$ cat src/rtl/mac_feeder.sv
`timescale 1ns/1ps
// mac_feeder
// Streams N_PAIRS pixel/weight operand pairs from two synchronous-read
// memories into an external 3-stage MAC (input regs, product reg,
// accumulator), drains the MAC pipeline and captures the dot product.
//
// Optional feature: define MAC_FEEDER_BIAS_EN to add a 16-bit unsigned bias
// input that is latched on start and added to the captured result.
//
// Ports
//   clk, aclr          clock, asynchronous active-high reset
//   start              one-cycle request, only honoured in IDLE
//   weight_base        first weight address, latched on accepted start
//   bias               (MAC_FEEDER_BIAS_EN only) result offset, latched on start
//   pix_addr/pix_rdata pixel memory address / read data (1-cycle latency)
//   w_addr/w_rdata     weight memory address / read data (1-cycle latency)
//   mac_dataa/datab    MAC operands (zero whenever not carrying real data)
//   mac_clken          MAC clock enable
//   mac_aclr           registered one-cycle MAC clear pulse
//   mac_result         MAC accumulator output
//   busy, done         operation in progress / one-cycle completion pulse
//   result             captured dot product, held until the next done
//
// state   | meaning
// --------+---------------------------------------------------------------
// IDLE    | waiting for start
// CLEAR   | mac_aclr high, index cleared, base latched
// PRIME   | first address issued, no operand valid yet
// STREAM  | N_PAIRS cycles of valid operands (addresses run one cycle ahead)
// FLUSH   | 2 cycles of zero operands draining product and accumulator
// CAPTURE | result <= mac_result (+ bias), done high
module mac_feeder #(
  parameter int N_PAIRS = 784,
  parameter int WADDR_W = 14
) (
  input  logic               clk,
  input  logic               aclr,
  input  logic               start,
  input  logic [WADDR_W-1:0] weight_base,
`ifdef MAC_FEEDER_BIAS_EN
  input  logic [15:0]        bias,
`endif
  output logic [9:0]         pix_addr,
  input  logic [7:0]         pix_rdata,
  output logic [WADDR_W-1:0] w_addr,
  input  logic [7:0]         w_rdata,
  output logic [7:0]         mac_dataa,
  output logic [7:0]         mac_datab,
  output logic               mac_clken,
  output logic               mac_aclr,
  input  logic [16:0]        mac_result,
  output logic               busy,
  output logic               done,
  output logic [17:0]        result
);

  localparam logic [2:0] S_IDLE    = 3'd0;
  localparam logic [2:0] S_CLEAR   = 3'd1;
  localparam logic [2:0] S_PRIME   = 3'd2;
  localparam logic [2:0] S_STREAM  = 3'd3;
  localparam logic [2:0] S_FLUSH   = 3'd4;
  localparam logic [2:0] S_CAPTURE = 3'd5;

  localparam logic [9:0] IDX_END  = 10'(N_PAIRS);
  localparam logic [9:0] LAST_CNT = 10'(N_PAIRS - 1);

  logic [2:0]         state;
  logic [9:0]         index;
  logic [9:0]         cnt;
  logic [WADDR_W-1:0] base_q;
  logic               valid;
  logic               issue;
`ifdef MAC_FEEDER_BIAS_EN
  logic [15:0]        bias_q;
`endif

  // Addresses go out in PRIME and the first N_PAIRS-1 STREAM cycles, so the
  // read data (and the valid flag) line up exactly with the STREAM cycles.
  assign issue = ((state == S_PRIME) || (state == S_STREAM)) && (index != IDX_END);

  always_ff @(posedge clk or posedge aclr) begin
    if (aclr) begin
      state    <= S_IDLE;
      index    <= '0;
      cnt      <= '0;
      base_q   <= '0;
      valid    <= 1'b0;
      mac_aclr <= 1'b0;
      result   <= '0;
`ifdef MAC_FEEDER_BIAS_EN
      bias_q   <= '0;
`endif
    end else begin
      mac_aclr <= 1'b0;
      valid    <= issue;
      if (issue) index <= index + 10'd1;
      case (state)
        S_IDLE: begin
          if (start) begin
            state    <= S_CLEAR;
            index    <= '0;
            base_q   <= weight_base;
            mac_aclr <= 1'b1;
`ifdef MAC_FEEDER_BIAS_EN
            bias_q   <= bias;
`endif
          end
        end
        S_CLEAR: state <= S_PRIME;
        S_PRIME: begin
          state <= S_STREAM;
          cnt   <= LAST_CNT;
        end
        S_STREAM: begin
          if (cnt == 10'd0) begin
            state <= S_FLUSH;
            cnt   <= 10'd1;
          end else begin
            cnt <= cnt - 10'd1;
          end
        end
        S_FLUSH: begin
          if (cnt == 10'd0) state <= S_CAPTURE;
          else              cnt   <= cnt - 10'd1;
        end
        S_CAPTURE: begin
          state <= S_IDLE;
`ifdef MAC_FEEDER_BIAS_EN
          result <= {1'b0, mac_result} + {2'b00, bias_q};
`else
          result <= {1'b0, mac_result};
`endif
        end
        default: state <= S_IDLE;
      endcase
    end
  end

  assign pix_addr  = index;
  assign w_addr    = base_q + WADDR_W'(index);
  assign mac_dataa = valid ? pix_rdata : 8'd0;
  assign mac_datab = valid ? w_rdata : 8'd0;
  assign mac_clken = valid || (state == S_FLUSH);
  assign busy      = (state != S_IDLE);
  assign done      = (state == S_CAPTURE);

endmodule
$ cat config.mk
export PLATFORM = sky130hd
export DESIGN_NAME = mac_feeder
export DESIGN_NICKNAME = d
export VERILOG_FILES = /design/src/rtl/mac_feeder.sv
export SDC_FILE = /design/constraint.sdc
export NUM_CORES = 1
export LEC_CHECK = 0
export ABC_AREA = 1
export CORE_MARGIN = 2
export CORE_UTILIZATION = 46
export DETAILED_ROUTE_END_ITERATION = 10
export PLACE_DENSITY = 0.81
export SLEW_MARGIN = 30
export SYNTH_ARGS = -nofsm -noshare
export SYNTH_HDL_FRONTEND = slang
export SYNTH_SLANG_ARGS = --single-unit
$ cat constraint.sdc
create_clock -name clk -period 2.75 [get_ports clk]
set_clock_uncertainty 0.1 [all_clocks]
set_input_delay 0.55 -clock clk [delete_from_list [all_inputs] [get_ports clk]]
set_output_delay 0.55 -clock clk [all_outputs]
set_load 0.1 [all_outputs]
* Word level (Yosys, flattened, before mapping) *
Cells that the tools add are included.

cells by class
  add/sub/neg operators = 3
  muxes and demuxes = 14
  reductions and logical operators = 10
  eq/ne operators = 10

operators with widths
  kind                                                 count
  two-way mux 10 bit                                   5
  one-hot mux 10 bit (3 select lines)                  1
  two-way mux 8 bit                                    2
  one-hot mux 3 bit (5 select lines)                   1
  adder 14 x 10 -> 14 bit                              1
  adder 10 x 1 -> 10 bit, second input constant        1
  zero test 10 bit                                     1
  != test 10 bit, second input constant                1
  subtractor 10 x 1 -> 10 bit, second input constant   1
  two-way mux 3 bit                                    3
  equality test 3 x 2 -> 1 bit, second input constant  2
  equality test 3 bit, second input constant           2
  != test 2 bit, second input constant                 3
  nonzero test 3 bit                                   2
  AND reduction 2 bit                                  2
  equality test 3 x 1 -> 1 bit, second input constant  1
  zero test 3 bit                                      1
  AND reduction 3 bit                                  1
  logical OR 1 bit                                     2
  two-way mux 1 bit                                    2
  != test 2 x 1 -> 1 bit, second input constant        1
  logical AND 1 bit                                    1

word-level totals
  logic and storage cells = 44
  output and inout bits = 62
  flip-flop bits (word level) = 56

* Longest topological paths before layout *
  depth after elaboration = 6
  gate-level depth with buffers = 11
  depth with buffers taken out = 11

* Least setup slack after synthesis *
OpenSTA, ideal clock, no wires.

  path type = reg-to-output
  start point = register index[0], in the netlist pix_addr[0]
  end point = output w_addr[8]
  arrival = 3424 ps
  path buffers = 0
  setup slack = -1324 ps
  cell stages (with the launch flop) = 8
  cells stage by stage = dfrtp_1 -> ha_1 -> fa_1 -> nand3_1 -> nand3_1 -> nand3_1 -> o21ai_0 -> xor2_1

between the ends
  longest elaborated chain between the ends = 1

RTL lines
  item                     RTL line  source
  from (decl)              68        logic [9:0] index;
  from (signal assigned)   96        if (issue) index <= index + 10'd1;
  adder 14 x 10 -> 14 bit  140       assign w_addr = base_q + WADDR_W'(index);
  to (decl)                45        output logic [WADDR_W-1:0] w_addr,

No other way between the ends.

* Final worst setup path *
  start point = register base_q[0]
  end point = output w_addr[10]

between the ends
  longest elaborated chain between the ends = 1

RTL lines
  item                     RTL line  source
  from (decl)              70        logic [WADDR_W-1:0] base_q;
  from (signal assigned)   102       base_q <= weight_base;
  adder 14 x 10 -> 14 bit  140

No other way between the ends.

==> impl_metrics.toml <==
[detailed_routing]
wl_per_cell_um = 14.14
drt_iter0_markers = 236
routed-via-count = 3485
wirelength_mm = 9.887
drtAntennaViolNets = 0
drc = 0
viasPerCell = 4.986
dr.pass1.iters = 4

[critical_path]
crit_type = "reg -> out"
worstReg2RegEnd = "pix_addr[2]"
cp_slowest_cell = "dfrtp_1"
crit_top_cell = "nand2_4"
worstSetupStartpointType = "register"
path_delay_family = "simple AND/OR/NAND/NOR gates"
crit_fanout = 3
endpoint = "w_addr[10]"
cp-end-kind = "output port"
cp_num_buf_inv = 1
reg2reg_depth = 12
worstPathArrival_ps = 2090
r2r_slack_ps = 640
cp_num_cells = 11
r2r_start = "pix_addr[0]"
cp.required_ps = 2100
path_cells = "ha_4 -> fa_2 -> nand3_2 -> nand3_4 -> nand3_4 -> nand2_4 -> nand2_4 -> nand2_2 -> nand2_2 -> nand2_4 -> buf_12"
max_stage_delay_ps = 420
worstSetupStartpoint = "base_q[0]"

[logic_synthesis]
synth_seq_cells = 56
synthesis.nets = 537
synth.most_common_cell = "nand2_1"
yosys-top-cells-area = "dfrtp_1 (42%), nand2_1 (23%), inv_1 (5.5%)"
synth.avg_cell_area_um2 = 7.057
synth_warnings = 0
seq_area_frac_synth_pct = 42.07
synth_top_flop_cell = "dfrtp_1"
yosys-top-cells-count = "nand2_1 (202), dfrtp_1 (56), inv_1 (49)"
synth.cell_area_mm2 = 0.003331
yosysTopAreaCellShare_pct = 42.07
synth_edf_count = 0
async_reset_ff_share_pct = 100.0
synth_top_area_cell = "dfrtp_1"
netlist_instances = 472
yosysUniqueCellTypes = 28

[timing]
setup_violations = 0
finalCritPeriodShare_pct = 99.77
hold_viol = 0
fmax_ghz = 0.3645
grt_setup_unrepaired = "yes"
maxSlewViolCount = 0
fin_crit_ps = 2744
worstMarginPinSlew_ps = 539.7
relSlewSlack_pct = 63.97

[clock_tree]
cts_hold_buf = 0
clkSinkCount = 56
cts_max_level = 2
root_buffer = "clkbuf_8"
numCtsBuffers = 5
cts_tree = "built"
clk_pin_slew_ps = 100
clock_tree.buffer_depth = 2
worstSkewPairLatency_ps = 320

[final_layout]
drive_gt1_share_pct = 25.83
fin_area_mm2 = 0.005438
diodes = 0
fillers = 493
area_growth_pct = 63.26
final_nets = 664

[placement]
hpwl_mm = 7.153
gp_congestion = 0.9280
placed_area_mm2 = 0.005046
io_buffers = 110

[floorplanning]
coreArea_mm2 = 0.007137
die_area_mm2 = 0.007937
die_w_um = 89.09
die_h_um = 89.09
start_util_pct = 46.67
ios = 112
num_rows = 31

[run]
cap_viol_max_count = 0

[status]
status = "complete, no violations"

[global_route]
grt_pass1_vias = 3543
grt_overflow_total = 0
track_usage_pct = 24.78
antenna_found_initial = 0
grt_max_degree = 33
grt_pass1_wl_mm = 15.47

[hold_path]
hold_class = "reg -> reg"
[placed cells by master (no fill, tap or decap), types with 9 or more instances in the layout]
master           count
nand2_1            189
clkdlybuf4s50_1     49
inv_1               47
dfrtp_1             46
buf_4               46
nor2_1              36
buf_12              34
nand3_1             26
o21ai_0             13
nand2_2             11
dfrtp_2             10
ha_4                 9
[what timing repair did]
item,CTS,global route
setup endpoints to repair,7,7
pin swaps,1,9
resized for setup,10,18
setup buffers,2,13
cloned,0,0
[cells by family (layout without fill, tap and decap cells)]
kind of cell / after synthesis / count (layout) / synth area share (%)
AND/OR/NAND/NOR: 291 / 291 / 35.65
buffers and inverters: 64 / 192 / 7.589
flip-flops: 56 / 56 / 42.07
AO/OA/AOI/OAI: 31 / 31 / 5.034
adder cells (fa/ha/maj): 15 / 15 / 5.860
XOR/XNOR: 14 / 14 / 3.682
other: 1 / 1 / 0.1126
[cell type report]
type | count | area, µm² | area share, %
Clock buffer | 6 | 72.57 | 1.335
Clock inverter | 2 | 60.06 | 1.104
Inverter | 55 | 207.7 | 3.820
Multi-Input combinational cell | 352 | 2043 | 37.57
Sequential cell | 56 | 1414 | 26.00
Tap cell | 99 | 123.9 | 2.278
Timing Repair Buffer | 129 | 1516 | 27.89
[state kept, by name (all words and copies together) (netlist names)]
name	cells
base_q	14
cnt	10
mac_aclr	1
pix_addr	10
result	17
state	3
valid	1
[worst register-to-register path, stage by stage, from the launching register on]
cell and delay [ps]:
dfrtp_2 430, buf_4 170, inv_1 120, ha_1 170, nand2_1 50, inv_1 60
nand4_1 110, nand2_1 300, inv_1 220, nand2_1 130, nand2_1 50, nand2_1 50
nor2_1 50
[metal layers]
layer,global-route usage [%],wire (µm),vias up
met5,0,0,-
met4,6.649,229,0
met3,6.002,568,29
met2,46.40,5231,115
met1,27.94,3857,1633
li1,-,-,1708
[worst min path at each step]
stage               cells past startpoint  startpoint  slack (ps)         end
floorplan                               2   base_q[3]         350   base_q[3]
global route                            2  result[15]         410  result[15]
finish                                  2   result[5]         390   result[5]
CTS                                     2   result[5]         390   result[5]
global placement                        2  result[12]         360  result[12]
detailed placement                      2   result[6]         370   result[6]
[per-stage QoR]
| stage | setup WS [ps] | cells | hold slack [ps] | utilization, % | TNS [ps] |
|---|---|---|---|---|---|
| 2_1_floorplan | -183.2 | 472 | 345.9 | - | -486.4 |
| 3_3_place_gp | 260.3 | 676 | 357.5 | 70.70 | 0 |
| 3_5_place_dp | 197.0 | 676 | 365.9 | 70.70 | 0 |
| 4_1_cts | -1.961 | 686 | 393.1 | 73.21 | -1.961 |
| 5_1_grt | -71.11 | 699 | 405.5 | 76.19 | -240.6 |
| 6_report | 6.277 | 699 | 390.6 | 76.19 | 0 |
Power is not shown: default switching activity piles up to over one toggle a cycle in this logic, so the estimate is an artifact.
